**src/rtl/am_ramloader_pkg.sv**
```systemverilog
// Shared constants for the AM29xx RAM loader: state encoding and default geometry
// (the same WIDTH/HEIGHT defaults as the _genrom family).
package am_ramloader_pkg;

   localparam int DEF_WIDTH  = 4;
   localparam int DEF_HEIGHT = 10;

   localparam logic [2:0] IDLE  = 3'd0;
   localparam logic [2:0] FETCH = 3'd1;
   localparam logic [2:0] SETUP = 3'd2;
   localparam logic [2:0] PULSE = 3'd3;
   localparam logic [2:0] HOLD  = 3'd4;
   localparam logic [2:0] VREAD = 3'd5;
   localparam logic [2:0] NEXT  = 3'd6;

   // Chip select is asserted for the whole access window around the we_ pulse.
   function automatic logic state_selects(input logic [2:0] s);
      return (s == SETUP) || (s == PULSE) || (s == HOLD) || (s == VREAD);
   endfunction

endpackage

```
**src/rtl/am_ramloader_if.sv**
```systemverilog
// Word stream and asynchronous memory bus of the RAM loader.
// The master modport is the loader side; the slave side feeds data and models the memory.
interface am_ramloader_if #(
   parameter int WIDTH  = 4,
   parameter int HEIGHT = 10
);
   logic [WIDTH-1:0]  din;
   logic              din_valid;
   logic              din_ready;
   logic [HEIGHT-1:0] a;
   logic [WIDTH-1:0]  d;
   logic [WIDTH-1:0]  q;
   logic              cs_;
   logic              we_;

   modport master (
      input  din, din_valid, q,
      output din_ready, a, d, cs_, we_
   );

   modport slave (
      output din, din_valid, q,
      input  din_ready, a, d, cs_, we_
   );
endinterface

```
**src/rtl/am_ramloader_wepulse.sv**
```systemverilog
// Loadable down-counter timing the we_ pulse and the verify read window.
// tc is high when the count has reached zero.
module am_ramloader_wepulse #(
   parameter int CW = 1
) (
   input  logic          clk,
   input  logic          rst_,
   input  logic          load,
   input  logic [CW-1:0] load_val,
   output logic          tc
);

   logic [CW-1:0] cnt_q, cnt_d;

   always_comb begin
      cnt_d = cnt_q;
      if (load)
         cnt_d = load_val;
      else if (cnt_q != '0)
         cnt_d = cnt_q - CW'(1);
   end

   always_ff @(posedge clk or negedge rst_) begin
      if (!rst_)
         cnt_q <= '0;
      else
         cnt_q <= cnt_d;
   end

   assign tc = (cnt_q == '0);

endmodule

```
**src/rtl/am_ramloader.sv**
```systemverilog
// Sequential writer filling an asynchronous writable control store from a word stream.
// Define RAMLOADER_VERIFY_EN to add a read-back compare after each write (err/err_addr).
//
// state | meaning
// IDLE  | waiting for start
// FETCH | din_ready high, waiting for a word
// SETUP | cs_ low, address/data setup before we_
// PULSE | cs_ and we_ low for WE_CYC cycles
// HOLD  | we_ high again, address/data hold
// VREAD | cs_ low, read back q for RD_CYC cycles (verify builds only)
// NEXT  | deselect, advance address, count word
module am_ramloader
   import am_ramloader_pkg::*;
#(
   parameter int WIDTH  = DEF_WIDTH,
   parameter int HEIGHT = DEF_HEIGHT,
   parameter int WE_CYC = 2,
   parameter int RD_CYC = 1
) (
   input  logic              clk,
   input  logic              rst_,
   input  logic              start,
   input  logic [HEIGHT-1:0] base,
   input  logic [HEIGHT:0]   len,
   am_ramloader_if.master    bus,
   output logic              busy,
   output logic              done,
   output logic              err,
   output logic [HEIGHT-1:0] err_addr
);

   localparam int CNT_MAX = (WE_CYC > RD_CYC) ? WE_CYC : RD_CYC;
   localparam int CW      = (CNT_MAX < 2) ? 1 : $clog2(CNT_MAX);
   localparam logic [CW-1:0]   WE_LD   = CW'(WE_CYC - 1);
   localparam logic [HEIGHT:0] REM_ONE = (HEIGHT+1)'(1);
`ifdef RAMLOADER_VERIFY_EN
   localparam logic [CW-1:0]   RD_LD   = CW'(RD_CYC - 1);
`endif

   logic [2:0]        state_q, state_d;
   logic [HEIGHT-1:0] addr_q, addr_d;
   logic [WIDTH-1:0]  data_q, data_d;
   logic [HEIGHT:0]   rem_q, rem_d;
   logic              done_q, done_d;
   logic              busy_q, busy_d;
   logic              cs_n_q, cs_n_d;
   logic              we_n_q, we_n_d;
   logic              cnt_load;
   logic [CW-1:0]     cnt_val;
   logic              cnt_tc;

   am_ramloader_wepulse #(.CW(CW)) u_wepulse (
      .clk      (clk),
      .rst_     (rst_),
      .load     (cnt_load),
      .load_val (cnt_val),
      .tc       (cnt_tc)
   );

   always_comb begin
      state_d  = state_q;
      addr_d   = addr_q;
      data_d   = data_q;
      rem_d    = rem_q;
      done_d   = 1'b0;
      cnt_load = 1'b0;
      cnt_val  = WE_LD;
      case (state_q)
         IDLE: begin
            if (start) begin
               if (len != '0) begin
                  addr_d  = base;
                  rem_d   = len;
                  state_d = FETCH;
               end else begin
                  done_d = 1'b1;
               end
            end
         end
         FETCH: begin
            if (bus.din_valid) begin
               data_d  = bus.din;
               state_d = SETUP;
            end
         end
         SETUP: begin
            cnt_load = 1'b1;
            cnt_val  = WE_LD;
            state_d  = PULSE;
         end
         PULSE: begin
            if (cnt_tc)
               state_d = HOLD;
         end
         HOLD: begin
`ifdef RAMLOADER_VERIFY_EN
            cnt_load = 1'b1;
            cnt_val  = RD_LD;
            state_d  = VREAD;
`else
            state_d  = NEXT;
`endif
         end
`ifdef RAMLOADER_VERIFY_EN
         VREAD: begin
            if (cnt_tc)
               state_d = NEXT;
         end
`endif
         NEXT: begin
            addr_d = addr_q + HEIGHT'(1);
            rem_d  = rem_q - REM_ONE;
            if (rem_q == REM_ONE) begin
               done_d  = 1'b1;
               state_d = IDLE;
            end else begin
               state_d = FETCH;
            end
         end
         default: state_d = IDLE;
      endcase
   end

   // Strobes are registered from the next state so the async memory sees glitch-free edges.
   always_comb begin
      busy_d = (state_d != IDLE);
      cs_n_d = !state_selects(state_d);
      we_n_d = (state_d != PULSE);
   end

   always_ff @(posedge clk or negedge rst_) begin
      if (!rst_) begin
         state_q <= IDLE;
         addr_q  <= '0;
         data_q  <= '0;
         rem_q   <= '0;
         done_q  <= 1'b0;
         busy_q  <= 1'b0;
         cs_n_q  <= 1'b1;
         we_n_q  <= 1'b1;
      end else begin
         state_q <= state_d;
         addr_q  <= addr_d;
         data_q  <= data_d;
         rem_q   <= rem_d;
         done_q  <= done_d;
         busy_q  <= busy_d;
         cs_n_q  <= cs_n_d;
         we_n_q  <= we_n_d;
      end
   end

`ifdef RAMLOADER_VERIFY_EN
   logic              err_q, err_d;
   logic [HEIGHT-1:0] err_addr_q, err_addr_d;

   // Only the first mismatch since start is recorded.
   always_comb begin
      err_d      = err_q;
      err_addr_d = err_addr_q;
      if (state_q == IDLE && start) begin
         err_d = 1'b0;
      end else if (state_q == VREAD && cnt_tc && bus.q != data_q && !err_q) begin
         err_d      = 1'b1;
         err_addr_d = addr_q;
      end
   end

   always_ff @(posedge clk or negedge rst_) begin
      if (!rst_) begin
         err_q      <= 1'b0;
         err_addr_q <= '0;
      end else begin
         err_q      <= err_d;
         err_addr_q <= err_addr_d;
      end
   end

   assign err      = err_q;
   assign err_addr = err_addr_q;
`else
   assign err      = 1'b0;
   assign err_addr = '0;
`endif

   assign bus.din_ready = (state_q == FETCH);
   assign bus.a         = addr_q;
   assign bus.d         = data_q;
   assign bus.cs_       = cs_n_q;
   assign bus.we_       = we_n_q;
   assign busy          = busy_q;
   assign done          = done_q;

endmodule

```
**src/flat_wrapper.sv**
```systemverilog
// flat-port wrapper written by rule: the top's interface ports become plain ports
module am_ramloader_flat import am_ramloader_pkg::*;
#(
   parameter int WIDTH  = DEF_WIDTH,
   parameter int HEIGHT = DEF_HEIGHT,
   parameter int WE_CYC = 2,
   parameter int RD_CYC = 1
)
  (clk, rst_, start, base, len, busy, done, err, err_addr, bus_din, bus_din_valid, bus_q, bus_din_ready, bus_a, bus_d, bus_cs_, bus_we_);
  am_ramloader_if #(.WIDTH(WIDTH), .HEIGHT(HEIGHT)) bus_i ();
  input  logic clk;
  input  logic rst_;
  input  logic start;
  input  logic [HEIGHT-1:0] base;
  input  logic [HEIGHT:0] len;
  output logic busy;
  output logic done;
  output logic err;
  output logic [HEIGHT-1:0] err_addr;
  input wire logic [$bits(bus_i.din)-1:0] bus_din;
  input wire logic [$bits(bus_i.din_valid)-1:0] bus_din_valid;
  input wire logic [$bits(bus_i.q)-1:0] bus_q;
  output wire logic [$bits(bus_i.din_ready)-1:0] bus_din_ready;
  output wire logic [$bits(bus_i.a)-1:0] bus_a;
  output wire logic [$bits(bus_i.d)-1:0] bus_d;
  output wire logic [$bits(bus_i.cs_)-1:0] bus_cs_;
  output wire logic [$bits(bus_i.we_)-1:0] bus_we_;
  assign bus_i.din = bus_din;
  assign bus_i.din_valid = bus_din_valid;
  assign bus_i.q = bus_q;
  assign bus_din_ready = bus_i.din_ready;
  assign bus_a = bus_i.a;
  assign bus_d = bus_i.d;
  assign bus_cs_ = bus_i.cs_;
  assign bus_we_ = bus_i.we_;
  am_ramloader #(.WIDTH(WIDTH), .HEIGHT(HEIGHT), .WE_CYC(WE_CYC), .RD_CYC(RD_CYC)) u_core (.clk(clk), .rst_(rst_), .start(start), .base(base), .len(len), .bus(bus_i), .busy(busy), .done(done), .err(err), .err_addr(err_addr));
endmodule
```
**config.mk**
```make
export PLATFORM = sky130hd
export DESIGN_NAME = am_ramloader_flat
export DESIGN_NICKNAME = d
export VERILOG_FILES = /design/src/rtl/am_ramloader_pkg.sv /design/src/rtl/am_ramloader_if.sv /design/src/rtl/am_ramloader_wepulse.sv /design/src/rtl/am_ramloader.sv /design/src/flat_wrapper.sv
export SDC_FILE = /design/constraint.sdc
export NUM_CORES = 1
export LEC_CHECK = 0
export ABC_CLOCK_PERIOD_IN_PS = 1870
export BUFFER_PORTS_ARGS = -buffer_cell sky130_fd_sc_hd__buf_2
export CAP_MARGIN = 20
export CORE_UTILIZATION = 40
export DETAILED_ROUTE_END_ITERATION = 12
export PLACE_DENSITY = 0.68
export SLEW_MARGIN = 40
export SYNTH_ARGS = -nofsm -noshare
export SYNTH_HDL_FRONTEND = slang
export SYNTH_SLANG_ARGS = --single-unit
```
**constraint.sdc**
```tcl
create_clock -name clk -period 1.87 [get_ports clk]
set_clock_uncertainty 0.1 [all_clocks]
set_input_delay 0.2805 -clock clk [delete_from_list [all_inputs] [get_ports clk]]
set_output_delay 0.2805 -clock clk [all_outputs]
set_load 0.005 [all_outputs]
```
Yosys cells after proc, flatten, opt, wreduce, memory -nomap -nowiden
Index checks and enable logic that the tools add are counted.

Bits in latches: 0. Memory bits (writable): 0. Bits in read-only memories: 0. Output and inout port bits: 30. Memories: 0. Input port bits: 33. Flip-flop bits (word level): 33. Logic and storage cells: 54.

Shift-type cells: 0. Multiply operators: 0. Reductions and logical operators: 10. Mux-type cells: 19. Add/subtract/negate cells: 3. $lt $le $gt $ge: 0. Divide/modulo/power cells: 0. Equal/unequal tests: 13. Bitwise gates (word level): 0.

Operator list (number): 11-bit 2-to-1 mux (2); 11-bit case mux with 2 select lines (1); 10-bit 2-to-1 mux (2); 10-bit case mux with 2 select lines (1); 3-bit case mux with 6 select lines (1); 3-bit by 2-bit equality test with 1-bit output, second input constant (4); 3-bit equality test, second input constant (4); 3-bit 2-to-1 mux (4); 11-bit by 1-bit equality test with 1-bit output, second input constant (1); 11-bit nonzero test (1); 11-bit by 1-bit subtractor with 11-bit output, second input constant (1); 10-bit by 1-bit adder with 10-bit output, second input constant (1); 1-bit 2-to-1 mux (7); 3-bit by 1-bit equality test with 1-bit output, second input constant (1); 3-bit logical NOT (1); 1-bit logical OR (3); 3-bit by 2-bit inequality test with 1-bit output, second input constant (1); 3-bit AND reduction (1); 3-bit nonzero test (1); 2-bit by 1-bit inequality test with 1-bit output, second input constant (1); 2-bit inequality test, second input constant (1); 1-bit case mux with 2 select lines (1); 2-bit AND reduction (1); 2-bit nonzero test (1); 2 further kinds (2).

Depth between registers and ports, before layout
Gate-level depths: netlist of run 1.

Depth in word-level cells: 9. Mapped depth: 7. Gate-level depth less buffers: 6.

By module
From an unflattened synthesis of run 1, not the netlist that was laid out.

Cells, all modules: 202. Area total of the unflattened synthesis: 1888.1 sq um.

Modules (own cells, without submodules): am_ramloader (instances 1, sequential area each 803.3 sq um, cells an instance 199, area an instance 1853.0 sq um); am_ramloader_wepulse (instances 1, sequential area each 25.0 sq um, cells an instance 3, area an instance 35.0 sq um).

Least setup slack after synthesis of run 1
No wires, ideal clock.

Kind: reg2reg. Start point: register u_core.rem_q[1]. End point: register u_core.busy_q, in the netlist u_core.busy. Setup slack: -5 ps. Arrival time: 1636 ps. Required time: 1631 ps. Clock period less this slack: 1875 ps. Stages on the path, launching flop included: 7. Cells stage by stage: dfrtp_1 inv_1 ha_1 nor4b_1 nand3_1 a21o_1 or4_1.

Word-level cells in the longest chain between the ends: 4.

RTL lines: from (decl) (line am_ramloader.sv:43) `logic [HEIGHT:0] rem_q, rem_d;`; from (signal assigned) (line am_ramloader.sv:145) `rem_q <= rem_d;`; 11-bit by 1-bit equality test with 1-bit output (line am_ramloader.sv:113) `if (rem_q == REM_ONE) begin`; 1-bit 2-to-1 mux (line am_ramloader.sv:113); 3-bit case mux with 6 select lines (line am_ramloader.sv:68) `case (state_q)`; 3-bit nonzero test (line am_ramloader.sv:126) `busy_d = (state_d != IDLE);`; net u_core.busy_d (line am_ramloader.sv:45) `logic busy_q, busy_d;`; to (signal assigned) (line am_ramloader.sv:147) `busy_q <= busy_d;`; to (decl) (line am_ramloader.sv:45).

The timed path passes the listed nets, and every way through them passes these cells. A chain may end at the register's enable or synchronous reset.

Worst setup path after layout of run 1
Start point: register u_core.rem_q[0]. End point: register u_core.rem_q[9].

Word-level cells in the longest chain between the ends: 2.

RTL lines: 11-bit by 1-bit subtractor with 11-bit output (line am_ramloader.sv:112) `rem_d = rem_q - REM_ONE;`; 11-bit case mux with 2 select lines (line am_ramloader.sv:68).

No other way between the ends.

==> results of run 1 <==
-- area by class of cell --
class                   count  area [um2]
multi-input cells         142        1010
inverters                   9        33.8
clock buffers               7        86.3
well taps                  52        65.1
flip-flops and latches     33         830
repair buffers             75         473
fillers                   435        1950
clock inverters             1        30.0
-- logic make-up after synthesis --
kind of cell               Yosys count  share of synthesized area (%)
AOI/OAI and AO/OA                   42                           17.3
xor gates and xnor gates             1                          0.457
adders and majority gates            3                           1.96
buffers and inverters               30                           9.98
DFF                                 33                           43.2
muxes                                4                           2.35
other                                1                          0.196
and+or+nand+nor                     81                           24.6
-- cells in the mapped netlist (4+ instances only) --
library cell,n
dfrtp_1,31
buf_4,11
mux2_2,4
nor2_1,16
a211oi_1,6
inv_1,9
o21ai_0,5
nor3_1,13
nand3_1,9
nand2_1,14
-- report_power, final --
part,leakage (nW),switching (mW),internal [mW]
sequential,0.382,0.274,1.08
combinational,0.706,0.932,0.920
clock,0.0585,0.268,0.434
-- metal layers --
layer  up-vias  share of wire, %  global-route usage (%)
met3         2               3.8                    5.20
met1       793                48                    27.2
li1        845                 -                       -
met5         -                 0                       0
met2        44                47                    29.2
met4         0              0.53                    6.00
-- worst max path at each step --
stage	from	end	slack [ns]	cells after the start
after floorplan	u_core.state_q[2]$_DFF_PN0_	u_core.bus.a[2]$_DFFE_PN0P_	0.02	5
after global placement	u_core.rem_q[1]$_DFFE_PN0P_	u_core.busy$_DFF_PN0_	0.004	6
after detailed placement	u_core.state_q[2]$_DFF_PN0_	u_core.rem_q[8]$_DFFE_PN0P_	-0.04	5
after CTS	u_core.rem_q[1]$_DFFE_PN0P_	u_core.rem_q[9]$_DFFE_PN0P_	0.002	4
after global routing	u_core.rem_q[0]$_DFFE_PN0P_	u_core.rem_q[9]$_DFFE_PN0P_	-0.06	4
final	u_core.rem_q[0]$_DFFE_PN0P_	u_core.rem_q[9]$_DFFE_PN0P_	0.005	4
-- what timing repair did --
action / in CTS / in global routing
endpoints found under the setup margin: 8 / 9
hold buffers: 1 / 0
setup buffers: 0 / 6
gates resized for setup: 4 / 12
pin swaps: 0 / 7
endpoints found under the hold margin: 31 / 0
-- sequential cells by signal (all words and copies together), names as in the netlist --
signal and count:
u_core.u_wepulse.cnt_q 1, u_core.bus.we_ 1, u_core.bus.cs_ 1, u_core.done 1
u_core.rem_q 11, u_core.bus.d 4, u_core.bus.a 10, u_core.state_q 3
u_core.busy 1
-- per-stage QoR --
step / TNS, ns / instance area [um2] / utilization (%)
after floorplan: 0 / 1970 / -
after global placement: 0 / 2280 / 51.0
after detailed placement: -0.0958 / 2280 / 51.0
after CTS: 0 / 2430 / 54.3
after global routing: -0.106 / 2530 / 56.5
final: 0 / 2530 / 56.5
-- worst reg2reg max path: stages (launching register included) --
cell,delay (ns)
dfrtp_1,0.40
or4_4,0.55
or2_4,0.27
or4_1,0.40
nand3_1,0.09
==> flow_summary.ini, run 1 <==
[status]
outcome = finished, violations left
failed_checks = DRC

[route]
wl_um = 4570
vias = 1684
dr.first_iter.drc_count = 126
routed_via_density = 5.28
wl_per_cell_um = 14.3
drc = 4
ant_nets = 0
drt_pass1_iterations = 9

[critical_path]
cp-start-kind = register
r2r_start = u_core.rem_q[0]$_DFFE_PN0P_
worstPathRequired_ns = 1.99
endpoint_kind = register
worstReg2RegEnd = u_core.rem_q[9]$_DFFE_PN0P_
rrSetupSlack_ns = 0.005
path_max_fanout = 3
path_cells = or4_4 > or2_4 > or4_1 > nand3_1
critPathSlowestCell = or4_4
worst_r2r_path_depth = 4
crit_family = simple AND/OR/NAND/NOR gates
crit_path_max_incr_delay_ns = 0.55
critPathBufInv = 0
setup.worst_path.class = reg2reg
cp.arrival_ns = 1.99

[placement]
place_hpwl_um = 3110
numPortBuffers = 47
dp_slack_ns = -0.0411
place_congestion = 0.804
dp.cells = 304

[cts]
clk_pin_slew_ns = 0.07
cts_max_level = 2
cts.sinks = 33
clk_path_buf_depth = 2
cts_made_buffers = 5
cts_root_buf = clkbuf_8
cts_tree = built
clk_latency_ns = 0.29

[sta]
setup_viol = 0
final.min_clock_period_ns = 1.87
clock.fmax_mhz = 536
period_share_pct = 99.7
rsz0062_at_grt = true
hold_violations = 0
whs_ns = 0.115
setup_ws_ns = 0.00497
maxSlewViolCount = 0

[synth]
async_reset_ff_share_pct = 100
synth_area_leaders = dfrtp_1 40%, buf_4 4.3%, nor3_1 3.4%
synth_edf_count = 0
ys_seq_elements = 33
synth_top_area_share_pct = 40.4
syn_inst = 195
syn_avg_cell_area_um2 = 9.84
seq_area_frac_synth_pct = 43.2
synth_cell_types = 52
synth_ff_type = dfrtp_1
syn-cell-area_um2 = 1920
yosys.area.top_type = dfrtp_1
yosysWarnings = 0

[layout]
drive_gt1_share_pct = 41.2
nNetsFinal = 302
final_common_cell = buf_2
mostFrequentLayoutCells = 47 x buf_2, 30 x dfrtp_1, 25 x buf_4, 16 x nor2_1, 14 x nand2_1
area_delta_synth_final_pct = 31.7
fin_cells = 319
num_antenna_cells = 0

[global_route]
antenna_found_initial = 0
grt_pass1_vias = 1613
grt_start_max_net_pins = 34
grt_overflow_total = 0
grt_pass1_wl_um = 7540
grt_usage_pct = 19.3

[hold_path]
hold_start = base[1]
holdCritPathClass = in2reg
hold_end = u_core.bus.a[1]$_DFFE_PN0P_
min_delay_path_depth = 3

[die]
initial_core_util_pct = 42.9
core_area_um2 = 4470
rows = 24
chipHeight_um = 71.2
fp.dieW_um = 71.2
die_area_um2 = 5080
io_pins = 63

[run]
max-cap-violations = 0

[pwr]
ir_drop_mv = 0.617
p_total_mw = 3.91
powerDensity_nw_per_um2 = 1550
leakage_nw = 1.15
Note: power is estimated with default switching activity, not from simulation.
==> inputs of run 2 (changes only) <==
CORE_MARGIN = 4   (was unset)
CTS_CLUSTER_SIZE = 24   (was unset)
==> flow_summary.ini, run 2 (synthesized netlist as in run 1, its figures left out) <==
[global_route]
grt_pass1_wl_um = 7200
grt_overflow_total = 0
antenna_found_initial = 0
grt_usage_pct = 14.9
grt_start_max_net_pins = 34
grt_pass1_vias = 1557

[sta]
hold_violations = 0
period_share_pct = 98.8
rsz0062_at_grt = true
setup_viol = 0
clock.fmax_mhz = 541
maxSlewViolCount = 0
final.min_clock_period_ns = 1.85

[layout]
nNetsFinal = 303
largest_reg_flops = 11
final_common_cell = buf_2
num_antenna_cells = 0
seqCellArea_um2 = 828
stdcell_area_um2 = 2500
drive_gt1_share_pct = 41.8
fill_cells = 406
multiInputGateArea_um2 = 1000
mostFrequentLayoutCells = 47 x buf_2, 31 x dfrtp_1, 26 x buf_4, 16 x nor2_1, 14 x nand2_1
largest-register = u_core.rem_q
area_delta_synth_final_pct = 30.5

[hold_path]
hold_start = base[1]
holdCritPathClass = in2reg

[cts]
clk_latency_ns = 0.29
cts.sinks = 33
clk_path_buf_depth = 2
cts_root_buf = clkbuf_8
cts_max_level = 2
cts_made_buffers = 5
clk_pin_slew_ns = 0.08
cts_tree = built

[die]
die_area_um2 = 5970
rows = 24
core_area_um2 = 4500
io_pins = 63
chipHeight_um = 77.2
fp.dieW_um = 77.2
initial_core_util_pct = 42.6

[route]
drc = 0
drt_pass1_iterations = 4
ant_nets = 0
dr.first_iter.drc_count = 109
wl_per_cell_um = 13.9
vias = 1679
routed_via_density = 5.25
wl_um = 4460

[pwr]
power_frac_clock_pct = 16.2
leakage_nw = 1.14
p_sw_mw = 1.43
intPower_mw = 2.28
p_total_mw = 3.70
seqPwrFrac_pct = 36.6
powerDensity_nw_per_um2 = 1480
pwr-share-comb_pct = 47.1
ir_drop_mv = 0.613
swShare_pct = 38.5

[critical_path]
critPathSlowestCell = or4_4
worstSetupStartpoint = u_core.rem_q[1]$_DFFE_PN0P_
cp-start-kind = register
crit_path_max_incr_delay_ns = 0.56
endpoint_kind = register
r2r_start = u_core.rem_q[1]$_DFFE_PN0P_
setup.worst_path.class = reg2reg
path_cells = or4_4 > or2_4 > or4_1 > nand3_1
worstPathRequired_ns = 2.00
path_max_fanout = 3
cp.arrival_ns = 1.98

[placement]
dpl-instance-area_um2 = 2310
numPortBuffers = 47
place_hpwl_um = 3220
place_congestion = 0.753

[status]
outcome = completed

[run]
max-cap-violations = 0
## run 2: metal layers
layer  vias up  GRT usage, %  share of wire [%]
met3         6          2.22                6.4
met5         -             0                  0
met4         0          6.41                1.8
li1        843             -                  -
met2        53          22.9                 45
met1       777          20.7                 46
## run 2: path summary, 6_finish.rpt
check                      slack (ns)                           to  cells past startpoint
min in group asynchronous        0.37  u_core.bus.a[5]$_DFFE_PN0P_                      3
hold / removal                   0.12  u_core.bus.a[1]$_DFFE_PN0P_                      3
max in group asynchronous        1.04     u_core.bus.cs_$_DFF_PN1_                      3
setup / recovery                 0.02  u_core.rem_q[9]$_DFFE_PN0P_                      4
setup reg to reg                 0.02  u_core.rem_q[9]$_DFFE_PN0P_                      4
hold reg to reg                  0.40  u_core.bus.d[2]$_DFFE_PN0P_                      1
## run 2: repair_timing
item / in CTS / in global routing
hold buffers: 1 / 0
resized for setup: 3 / 9
buffers inserted: 0 / 4
setup endpoints to repair: 2 / 7
endpoints found under the hold margin: 31 / 0
pin swaps: 0 / 6
## run 2: metrics by stage
step                      util, %  setup TNS, ns  hold WS, ns  std cells  setup WS (ns)
final                        55.6              0        0.116        320         0.0216
after detailed placement     51.2        -0.0145        0.153        307       -0.00817
after CTS                    54.1              0        0.107        316        0.00655
after global placement       51.2       -0.00191        0.152        307       -0.00191
after global routing         55.6        -0.0777        0.111        320        -0.0435
after floorplan                 -              0       -0.115        205         0.0218
## run 2: power groups by stage
| stage | Combinational [mW] | Clock, mW | Sequential [mW] |
|---|---|---|---|
| 2_1_floorplan | 1.09 | 0 | 1.35 |
| 3_3_place_gp | 1.65 | 0 | 1.33 |
| 3_5_place_dp | 1.67 | 0 | 1.34 |
| 4_1_cts | 1.69 | 0.614 | 1.35 |
| 5_1_grt | 1.94 | 0.638 | 1.42 |
| 6_report | 1.75 | 0.602 | 1.36 |
## run 2: cell type report
| class | instances | share of cell area, % |
|---|---|---|
| inverter | 9 | 1.35 |
| timing repair buffer | 76 | 18.8 |
| sequential | 33 | 33.1 |
| clock inverter | 1 | 0.200 |
| clock buffer | 7 | 3.85 |
| multi-input combinational | 142 | 40.0 |
| tap | 52 | 2.60 |
## run 2: worst max-delay path, delay by kind of cell, from the launching register on
kind	cells	cell delay (ns)
and+or+nand+nor	4	1.29
DFF	1	0.40
